**config.mk**
```make
export PLATFORM = sky130hd
export DESIGN_NAME = fp_divsqrt_resp_fifo
export DESIGN_NICKNAME = d
export VERILOG_FILES = /design/src/rtl/fp_divsqrt_pkg.sv /design/src/rtl/fp_divsqrt_resp_mem.sv /design/src/rtl/fp_divsqrt_resp_fifo.sv
export SDC_FILE = /design/constraint.sdc
export NUM_CORES = 1
export LEC_CHECK = 0
export ABC_AREA = 1
export CAP_MARGIN = 10
export CORE_MARGIN = 8
export CORE_UTILIZATION = 50
export CTS_BUF_LIST = sky130_fd_sc_hd__clkbuf_16
export CTS_CLUSTER_DIAMETER = 120
export CTS_CLUSTER_SIZE = 12
export DETAILED_ROUTE_END_ITERATION = 10
export PLACE_DENSITY = 0.91
export SLEW_MARGIN = 0
export SYNTH_ARGS = -nofsm -noshare
export SYNTH_HDL_FRONTEND = slang
export SYNTH_SLANG_ARGS = --single-unit
```
**constraint.sdc**
```tcl
create_clock -name clk -period 6.8 [get_ports clk]
set_input_delay 1.36 -clock clk [delete_from_list [all_inputs] [get_ports clk]]
set_output_delay 1.36 -clock clk [all_outputs]
set_load 0.05 [all_outputs]
```
**src/rtl/fp_divsqrt_pkg.sv**
```systemverilog
// Shared types and default widths for the div/sqrt response buffering slice.
package fp_divsqrt_pkg;

    localparam int unsigned ID_WIDTH_DEF        = 9;
    localparam int unsigned DATA_WIDTH_DEF      = 32;
    localparam int unsigned FLAGS_OUT_WIDTH_DEF = 5;
    localparam int unsigned DEPTH_DEF           = 2;

    typedef struct packed {
        logic [DATA_WIDTH_DEF-1:0]      rdata;
        logic [FLAGS_OUT_WIDTH_DEF-1:0] rflags;
        logic [ID_WIDTH_DEF-1:0]        rID;
    } resp_t;

    typedef enum logic [1:0] {
        CREDIT_HOLD,
        CREDIT_TAKE,
        CREDIT_RETURN
    } credit_op_e;

endpackage

```
**src/rtl/fp_divsqrt_resp_mem.sv**
```systemverilog
// Response storage ring: slots, wrapping pointers and occupancy-derived full/empty.
module fp_divsqrt_resp_mem
    import fp_divsqrt_pkg::*;
#(
    parameter int unsigned WIDTH = DATA_WIDTH_DEF + FLAGS_OUT_WIDTH_DEF + ID_WIDTH_DEF,
    parameter int unsigned DEPTH = DEPTH_DEF
) (
    input  logic             clk,
    input  logic             rst_n,
    input  logic             push,
    input  logic             pop,
    input  logic [WIDTH-1:0] wdata,
    output logic             full,
    output logic             empty,
    output logic [WIDTH-1:0] rdata
);

    localparam int unsigned AW = $clog2(DEPTH);

    logic [WIDTH-1:0] slots [DEPTH];
    logic [AW-1:0]    wptr;
    logic [AW-1:0]    rptr;
    logic [AW:0]      count;
    logic             write;
    logic             take;

    assign full  = (count == (AW+1)'(DEPTH));
    assign empty = (count == '0);
    // A push into a full ring only lands when the head leaves in the same cycle.
    assign write = push & (~full | pop);
    assign take  = pop & ~empty;

    always_ff @(posedge clk or negedge rst_n) begin
        if (!rst_n) begin
            wptr  <= '0;
            rptr  <= '0;
            count <= '0;
        end else begin
            if (write) wptr <= wptr + AW'(1);
            if (take)  rptr <= rptr + AW'(1);
            if (write && !take)      count <= count + (AW+1)'(1);
            else if (take && !write) count <= count - (AW+1)'(1);
        end
    end

    always_ff @(posedge clk) begin
        if (write) slots[wptr] <= wdata;
    end

    assign rdata = empty ? '0 : slots[rptr];

endmodule

```
**src/rtl/fp_divsqrt_resp_fifo.sv**
```systemverilog
// Credit-gated request path to the div/sqrt unit with in-order buffering of its results.
module fp_divsqrt_resp_fifo
    import fp_divsqrt_pkg::*;
#(
    parameter int unsigned ID_WIDTH        = ID_WIDTH_DEF,
    parameter int unsigned DATA_WIDTH      = DATA_WIDTH_DEF,
    parameter int unsigned FLAGS_OUT_WIDTH = FLAGS_OUT_WIDTH_DEF,
    parameter int unsigned DEPTH           = DEPTH_DEF
) (
    input  logic                       clk,
    input  logic                       rst_n,
    input  logic                       core_req_i,
    output logic                       core_gnt_o,
    output logic                       unit_req_o,
    input  logic                       unit_gnt_i,
    input  logic                       unit_rvalid_i,
    input  logic [DATA_WIDTH-1:0]      unit_rdata_i,
    input  logic [FLAGS_OUT_WIDTH-1:0] unit_rflags_i,
    input  logic [ID_WIDTH-1:0]        unit_rID_i,
    output logic                       core_rvalid_o,
    input  logic                       core_rready_i,
    output logic [DATA_WIDTH-1:0]      core_rdata_o,
    output logic [FLAGS_OUT_WIDTH-1:0] core_rflags_o,
    output logic [ID_WIDTH-1:0]        core_rID_o,
    output logic [$clog2(DEPTH):0]     credits_o,
    output logic                       overflow_o
);

    localparam int unsigned CW = $clog2(DEPTH) + 1;
    localparam int unsigned EW = DATA_WIDTH + FLAGS_OUT_WIDTH + ID_WIDTH;

    logic [CW-1:0] credits;
    logic          has_credit;
    logic          accept;
    logic          pop;
    logic          full;
    logic          empty;
    logic [EW-1:0] head;
    credit_op_e    credit_op;

    assign has_credit = (credits != '0);
    assign unit_req_o = core_req_i & has_credit;
    assign core_gnt_o = unit_gnt_i & has_credit;
    assign accept     = core_req_i & core_gnt_o;
    assign pop        = core_rvalid_o & core_rready_i;

    always_comb begin
        credit_op = CREDIT_HOLD;
        if (accept && !pop)      credit_op = CREDIT_TAKE;
        else if (pop && !accept) credit_op = CREDIT_RETURN;
    end

    always_ff @(posedge clk or negedge rst_n) begin
        if (!rst_n) begin
            credits    <= CW'(DEPTH);
            overflow_o <= 1'b0;
        end else begin
            case (credit_op)
                CREDIT_TAKE:   credits <= credits - CW'(1);
                CREDIT_RETURN: credits <= credits + CW'(1);
                default:       credits <= credits;
            endcase
            if (unit_rvalid_i && full && !pop) overflow_o <= 1'b1;
        end
    end

    fp_divsqrt_resp_mem #(
        .WIDTH (EW),
        .DEPTH (DEPTH)
    ) u_mem (
        .clk   (clk),
        .rst_n (rst_n),
        .push  (unit_rvalid_i),
        .pop   (pop),
        .wdata ({unit_rdata_i, unit_rflags_i, unit_rID_i}),
        .full  (full),
        .empty (empty),
        .rdata (head)
    );

    assign core_rvalid_o = ~empty;
    assign credits_o     = credits;
    assign {core_rdata_o, core_rflags_o, core_rID_o} = head;

endmodule

```
Yosys cells after proc, flatten, opt, wreduce, memory -nomap -nowiden
Memory sizes are Yosys's and may differ from the RTL's. Cells that the tools add are included.

Flip-flop bits (word level): 7. Bits in writable memories: 92. Input bits: 52. Word-level logic and storage cells: 46. Memories kept: 1.

Memories: u_mem.slots (words 2, bits a word 46, read ports 1, clocked after memory_dff 0, write ports 1, line fp_divsqrt_resp_mem.sv:20) `logic [WIDTH-1:0] slots [DEPTH];`.

$add $sub $neg: 6. Equality and inequality tests: 3. Mux-type cells: 8. Bitwise logic cells: 9. Reduce and logical (&&, ||, !) cells: 14.

Operator list (count): 46-bit 2-to-1 mux (1); 2-bit 2-to-1 mux (4); 1-bit AND (6); 1-bit logical AND (6); 2-bit nonzero test (3); 2-bit by 1-bit adder with 2-bit output (second input constant) (2); 2-bit == test (second input constant) (2); 1-bit zero test (4); 2-bit case mux with 2 select lines (1); 2-bit by 1-bit subtractor with 2-bit output (second input constant) (2); 1-bit adder (second input constant) (2); 2-bit by 1-bit == test with 1-bit output (second input constant) (1); 2-bit zero test (1); 1-bit 2-to-1 mux (2); 1-bit NOT (2); 1-bit bitwise OR (1).

Longest topological paths before layout
Gate-level depths: netlist of run 1.

Depth in word-level cells: 9. Mapped depth: 10. Gate-level depth less buffers: 10.

Modules after synthesis
From an unflattened synthesis of run 1, not the netlist that was laid out.

Cells, all modules: 302. Area total of the unflattened synthesis: 3977.6 um^2.

By module, submodules not included: fp_divsqrt_resp_mem (instances 1, cells each 279, area each 3793.6 um^2, seq. area each 2862.7 um^2); fp_divsqrt_resp_fifo (instances 1, cells each 23, area each 183.9 um^2, seq. area each 76.3 um^2).

Worst setup path before layout of run 1
OpenSTA, ideal clock, no wires.

Kind: input port to flip-flop. Start point: input port core_rready_i. End point: memory u_mem.slots[1][0] (netlist name) (enable). Library setup time: 0.449 ns. Data arrival time: 3.524 ns. Data required time: 6.351 ns. Slack: 2.826 ns. Stages on the path: 4. Path buffers: 0. Cell sequence: inv_1 > nand3_1 > nand2_1 > nor2_1.

Cells in the longest elaborated chain, start to end: 5.

RTL lines: from (decl) (line fp_divsqrt_resp_fifo.sv:21) `input logic core_rready_i,`; 1-bit AND (line fp_divsqrt_resp_fifo.sv:45) `assign pop = core_rvalid_o & core_rready_i;`; 1-bit bitwise OR (line fp_divsqrt_resp_mem.sv:30) `assign write = push & (~full | pop);`; 1-bit AND (line fp_divsqrt_resp_mem.sv:30); 1-bit 2-to-1 mux (line fp_divsqrt_resp_mem.sv:47) `if (write) slots[wptr] <= wdata;`; 1-bit 2-to-1 mux (not written as such) (line fp_divsqrt_resp_mem.sv:47); to (decl) (line fp_divsqrt_resp_mem.sv:20).

No other way between the ends.

Final worst setup path of run 1
Start point: register u_mem.rptr. End point: output port core_rID_o[7].

Cells in the longest elaborated chain, start to end: 2.

RTL lines: from (decl) (line fp_divsqrt_resp_mem.sv:22) `logic [AW-1:0] rptr;`; from (signal assigned) (line fp_divsqrt_resp_mem.sv:40) `if (take) rptr <= rptr + AW'(1);`; memory 2 x 46 bit; 46-bit 2-to-1 mux (line fp_divsqrt_resp_mem.sv:50) `assign rdata = empty ? '0 : slots[rptr];`; to (decl) (line fp_divsqrt_resp_fifo.sv:24) `output logic [ID_WIDTH-1:0] core_rID_o,`.

No other way between the ends.

==> results of run 1 <==
[through the flow]
step	total power [mW]	util, %	worst slack, ns	area (µm²)
2_1_floorplan	2.01	-	2.83	3990
3_3_place_gp	2.41	65.2	2.69	5040
3_5_place_dp	2.44	65.2	2.68	5040
4_1_cts	2.99	69.3	2.36	5360
5_1_grt	3.09	69.3	2.16	5360
6_report	2.96	69.3	2.40	5360
[state kept, by name, indices dropped and copies added, names as in the netlist]
| register | flops |
|---|---|
| credits_o | 2 |
| u_mem.wptr | 1 |
| u_mem.rptr | 1 |
| overflow_o | 1 |
| u_mem.slots | 92 |
| u_mem.count | 2 |
[synthesized netlist by cell type, drive strengths merged]
cell type and instances:
nand4 2, ha 2, buf 15, o21a 2, a21oi 46, xnor2 2
o21bai 1, nand2 107, nand3 4, inv 16, edfxtp 92, dfrtp 6
nor2 3, dfstp 1
[per-layer routing]
metal  share of wire (%)  up-vias
met2                  52       96
met5                   0        -
met4                 1.6        0
met3                 7.8       11
li1                    -     1232
met1                  39     1227
[power breakdown]
group	switching (mW)	internal, mW
combinational	1.05	0.456
clock	0.195	0.352
sequential	0.0925	0.823
total	1.33	1.63
[cell families (layout without fill, tap and decap cells)]
kind of cell / Yosys count / count (layout)
buffers and inverters: 31 / 134
AO/OA/AOI/OAI: 49 / 49
AND/OR/NAND/NOR: 116 / 116
flip-flops: 99 / 99
adder cells (fa/ha/maj): 2 / 2
XOR/XNOR: 2 / 2
[final cells by class]
class,count,area [µm²],share of cell area [%]
Multi-Input combinational cell,169,865,16.1
Timing Repair Buffer,105,1050,19.5
Sequential cell,99,2940,54.9
Tap cell,102,128,2.38
Clock buffer,9,225,4.20
Clock inverter,4,93.8,1.75
Inverter,16,60.1,1.12
[final timing paths]
| check | endpoint | slack, ns | depth (start not counted) |
|---|---|---|---|
| max reg2reg | u_mem.slots[1][20] | 4.66 | 5 |
| min in group asynchronous | credits_o[0] | 1.30 | 1 |
| min reg2reg | overflow_o | 0.49 | 1 |
| max in group asynchronous | credits_o[1] | 5.20 | 1 |
| max | core_rID_o[7] | 2.40 | 4 |
| min | overflow_o | 0.49 | 1 |
[critical path, delay by kind of cell (launching register included)]
family | cells | cell delay [ns]
buffers and inverters | 2 | 1.60
DFF | 1 | 0.74
and+or+nand+nor | 1 | 0.14
AOI/OAI and AO/OA | 1 | 0.21
==> flow_metrics.env, run 1 <==
export IMPL_clock_sinks=99
export IMPL_dp_cells=491
export IMPL_fmax_ghz=0.227
export IMPL_hold_viol=0
export IMPL_period_needed_ns=4.40
export IMPL_hpwl_mm=5.57
export IMPL_drive_gt1_share_pct=12.4
export IMPL_grt_max_degree=49
export IMPL_instances_no_fill=504
export IMPL_cp_arrival_ns=3.04
export IMPL_syn_nets=353
export IMPL_crit_start="u_mem.rptr"
export IMPL_grt_use_met1_pct=16.5
export IMPL_syn_area_um2=3990
export IMPL_use_met2_pct=26.5
export IMPL_fp_dieW_um=105
export IMPL_rows=32
export IMPL_clock_latency_ns=0.33
export IMPL_die_height_um=105
export IMPL_nets=454
export IMPL_htree_levels=3
export IMPL_yosysUniqueCellTypes=19
export IMPL_cts_root_buf="clkbuf_16"
export IMPL_synth_compound_area_share_pct=9.06
export IMPL_power_density_nw_per_um2=553
export IMPL_ys_seq_elements=99
export IMPL_synth_top_cell_area_share_pct=69.2
export IMPL_layout_common_cells="nand2_1, clkdlybuf4s50_1, edfxtp_1"
export IMPL_io_buffers=103
export IMPL_required_ns=5.44
export IMPL_grt_pass1_wl_mm=13.3
export IMPL_clk_pin_slew_ns=0.06
export IMPL_r2r_start="u_mem.count[0]"
export IMPL_via_per_inst=5.09
export IMPL_start_util_pct=51.6
export IMPL_synth_seq_area_share_pct=73.7
export IMPL_synth_mux_area_share_pct=0
export IMPL_whs_ns=0.488
export IMPL_tns_ns=0
export IMPL_drcViolationCount=0
export IMPL_yosys_top_cells_area="edfxtp_1, nand2_1, a21oi_2"
export IMPL_syn_avg_cell_area_um2=13.3
export IMPL_place_congestion=0.682
export IMPL_ir_drop_uv=340
export IMPL_worst_slew_pin_slew_ns=1.03
export IMPL_critical_path_class="flip-flop to primary output"
export IMPL_cts_hold_buf=0
export IMPL_antenna_cells=0
export IMPL_synthXorXnorAreaFrac_pct=0.439
export IMPL_antenna_found_initial=0
export IMPL_cp_max_fo=48
export IMPL_cts_path_max_buffers=2
export IMPL_dieArea_um2=11100
export IMPL_cts_resized=0
export IMPL_yosys_warnings=0
export IMPL_yosys_area_share_simple_pct=11.2
export IMPL_cp_slowest_cell="clkdlybuf4s50_1"
export IMPL_slew_violations=0
export IMPL_slew_headroom_pct=31.2
export IMPL_grt_met3_usage_pct=4.93
export IMPL_synth_top_family_by_area="simple AND/OR/NAND/NOR gates"
export IMPL_gr_usage_all_layers_pct=15.2
export IMPL_grt_busiest_layer="met2"
export IMPL_fillers=541
export IMPL_slowest_delay_ns=0.83
export IMPL_hold_start="overflow_o"
export IMPL_fp_coreArea_um2=7730
export IMPL_power_leakage_nw=1.94
export IMPL_syn_inst=299
export IMPL_grt_pass1_vias=2739
export IMPL_drtPass1Iterations=4
export IMPL_gr_total_overflow=0
export IMPL_hp_class="flip-flop to flip-flop"
export IMPL_setup_viol=0
export IMPL_drt_wl_total_mm=8.34
export IMPL_outcome="finished clean"
export IMPL_endpoint_kind="primary output"
export IMPL_cts_tree="done"
export IMPL_drv_cap=0
export IMPL_crit_chain="inv_2 -> nand2_1 -> a21oi_1 -> clkdlybuf4s50_1"
export IMPL_drtIter0Drc=121
export IMPL_pin_count=104
export IMPL_post_route_period_util_pct=64.7
export IMPL_num_vias=2566
export IMPL_post_cts_buffers=0
export IMPL_routedWlPerCell_um=16.5
export IMPL_final_common_cell="nand2_1"
export IMPL_rsz0062_at_grt="no"
export IMPL_ant_nets=0
export IMPL_yosys_area_top_type="edfxtp_1"
export IMPL_cp_start_kind="flip-flop"
export IMPL_synthAdderAreaFrac_pct=0.627
export IMPL_area_growth_syn_to_layout_pct=34.3
export IMPL_cts_buffers=9
export IMPL_clock_skew_ns=0.00518
Note: power is estimated with default switching activity, not from simulation.
==> run 2, diff against run 1 <==
--- a/config.mk
+++ b/config.mk
@@ -8,12 +8,12 @@
 export ABC_AREA = 1
 export CAP_MARGIN = 10
 export CORE_MARGIN = 8
-export CORE_UTILIZATION = 50
+export CORE_UTILIZATION = 44
 export CTS_BUF_LIST = sky130_fd_sc_hd__clkbuf_16
 export CTS_CLUSTER_DIAMETER = 120
 export CTS_CLUSTER_SIZE = 12
 export DETAILED_ROUTE_END_ITERATION = 10
-export PLACE_DENSITY = 0.91
+export PLACE_DENSITY = 0.85
 export SLEW_MARGIN = 0
 export SYNTH_ARGS = -nofsm -noshare
 export SYNTH_HDL_FRONTEND = slang
==> constraint.sdc (replaced) <==
create_clock -name clk -period 3.9 [get_ports clk]
set_input_delay 0.78 -clock clk [delete_from_list [all_inputs] [get_ports clk]]
set_output_delay 0.78 -clock clk [all_outputs]
set_load 0.05 [all_outputs]
==> run 2 against run 1 <==
Net effect: final cell count rose by 3.0%; wire length grew 0.55%; first-iteration DRC count shrank 26%; sequential share of layout area fell by 0.10 points; total power is 69% higher; sequential power rose by 72%; largest power group unchanged; highest routed layer is now met5.
==> flow_metrics.env, run 2 (synthesis gave the netlist of run 1 again) <==
export IMPL_rows=34
export IMPL_rsz0062_at_grt="no"
export IMPL_instances_no_fill=519
export IMPL_antenna_cells=0
export IMPL_fmax_ghz=0.305
export IMPL_die_height_um=111
export IMPL_endpoint_kind="primary output"
export IMPL_clock_skew_ns=0.00772
export IMPL_drt_wl_total_mm=8.38
export IMPL_setup_viol=0
export IMPL_power_leakage_nw=1.95
export IMPL_area_growth_syn_to_layout_pct=34.5
export IMPL_drtPass1Iterations=4
export IMPL_dieArea_um2=12400
export IMPL_gr_usage_all_layers_pct=13.6
export IMPL_drive_gt1_share_pct=13.6
export IMPL_drv_cap=0
export IMPL_clock_sinks=99
export IMPL_clock_latency_ns=0.33
export IMPL_drtIter0Drc=90
export IMPL_cp_arrival_ns=2.50
export IMPL_pwr_share_clk_pct=15.3
export IMPL_ant_nets=0
export IMPL_cts_root_buf="clkbuf_16"
export IMPL_fp_dieW_um=111
export IMPL_ir_drop_uv=438
export IMPL_dp_cells=503
export IMPL_final_common_cell="nand2_1"
export IMPL_whs_ns=0.498
export IMPL_layout_common_cells="nand2_1, clkdlybuf4s50_1, edfxtp_1"
export IMPL_hp_class="flip-flop to flip-flop"
export IMPL_cp_max_fo=31
export IMPL_cts_buffers=9
export IMPL_critical_path_class="flip-flop to primary output"
export IMPL_io_buffers=103
export IMPL_outcome="finished clean"
export IMPL_start_util_pct=45.5
export IMPL_p_int_mw=2.69
export IMPL_grt_max_degree=32
export IMPL_reg2reg_slack_ns=2.04
export IMPL_routedWlPerCell_um=16.1
export IMPL_power_density_nw_per_um2=935
export IMPL_cts_tree="done"
export IMPL_grt_pass1_vias=2697
export IMPL_fillers=702
export IMPL_gr_total_overflow=0
export IMPL_post_route_period_util_pct=84.0
export IMPL_num_vias=2509
export IMPL_seqPwrFrac_pct=31.2
export IMPL_period_needed_ns=3.28
export IMPL_required_ns=3.12
export IMPL_slew_headroom_pct=60.3
export IMPL_hpwl_mm=5.95
export IMPL_drcViolationCount=0
export IMPL_htree_levels=3
export IMPL_cts_resized=0
export IMPL_worst_slew_pin_slew_ns=0.595
export IMPL_p_switching_mw=2.33
export IMPL_hold_viol=0
export IMPL_pin_count=104
export IMPL_p_sw_share_pct=46.4
export IMPL_place_congestion=0.729
export IMPL_nets=460
export IMPL_fp_coreArea_um2=8760
export IMPL_post_cts_buffers=0
export IMPL_largest_reg_flops=92
export IMPL_slew_violations=0
export IMPL_via_per_inst=4.83
export IMPL_clk_pin_slew_ns=0.06
export IMPL_cp_start_kind="flip-flop"
export IMPL_p_comb_share_pct=53.5
export IMPL_cts_path_max_buffers=2
export IMPL_antenna_found_initial=1
export IMPL_regMostFlops="u_mem.slots"
export IMPL_grt_pass1_wl_mm=13.5
export IMPL_tns_ns=0
export IMPL_cts_hold_buf=0
## run 2: cell count changes in the layout (fill, tap and decap cells not counted), sizes merged
cell / change
clkinvlp: +2
inv: +2
clkinv: +2
buf: +6
bufinv: -3
## run 2: layout make-up
class,count,area (µm²),area share [%]
Clock buffer,9,225,4.20
Clock inverter,7,38.8,0.723
Inverter,16,60.1,1.12
Multi-Input combinational cell,169,865,16.1
Sequential cell,99,2940,54.8
Tap cell,108,135,2.52
Timing Repair Buffer,111,1100,20.6
## run 2: worst paths after layout
| kind | start | end | cells after the start |
|---|---|---|---|
| max | u_mem.rptr | core_rID_o[5] | 4 |
| min | overflow_o | overflow_o | 1 |
| max reg2reg | u_mem.count[0] | u_mem.count[1] | 9 |
| min reg2reg | overflow_o | overflow_o | 1 |
| max in group asynchronous | rst_n | credits_o[1] | 1 |
| min in group asynchronous | rst_n | overflow_o | 1 |
## run 2: through the flow
step | setup WS (ns) | instance area, µm² | util, % | total power, mW
after floorplan | 0.506 | 3990 | - | 3.51
after global placement | 0.931 | 5100 | 58.2 | 4.25
after detailed placement | 0.919 | 5100 | 58.2 | 4.30
after CTS | 0.572 | 5370 | 61.3 | 5.07
after global routing | 0.428 | 5370 | 61.3 | 5.27
final | 0.625 | 5370 | 61.3 | 5.02
## run 2: critical path: stages, from the launching register on
cell	delay [ns]
dfrtp_2	0.75
buf_4	0.33
nand2_1	0.07
a21oi_1	0.17
clkdlybuf4s50_1	0.84
## run 2: layer usage
metal  global-route usage, %  part of all wire (%)  routed length, µm  vias up
met5                       0                  0.12                 10        -
met4                    4.27                  0.97                 81        2
met3                    4.92                   7.1                595       13
met2                    23.9                    51               4240       73
met1                    14.9                    41               3460     1177
li1                        -                     -                  -     1244
## run 2: power groups by stage
stage               combinational, mW  clock, mW  sequential (mW)
floorplan                        1.92          0             1.58
global placement                 2.67          0             1.57
detailed placement               2.72          0             1.59
CTS                              2.72      0.784             1.57
global route                     2.86      0.826             1.59
finish                           2.68      0.770             1.57
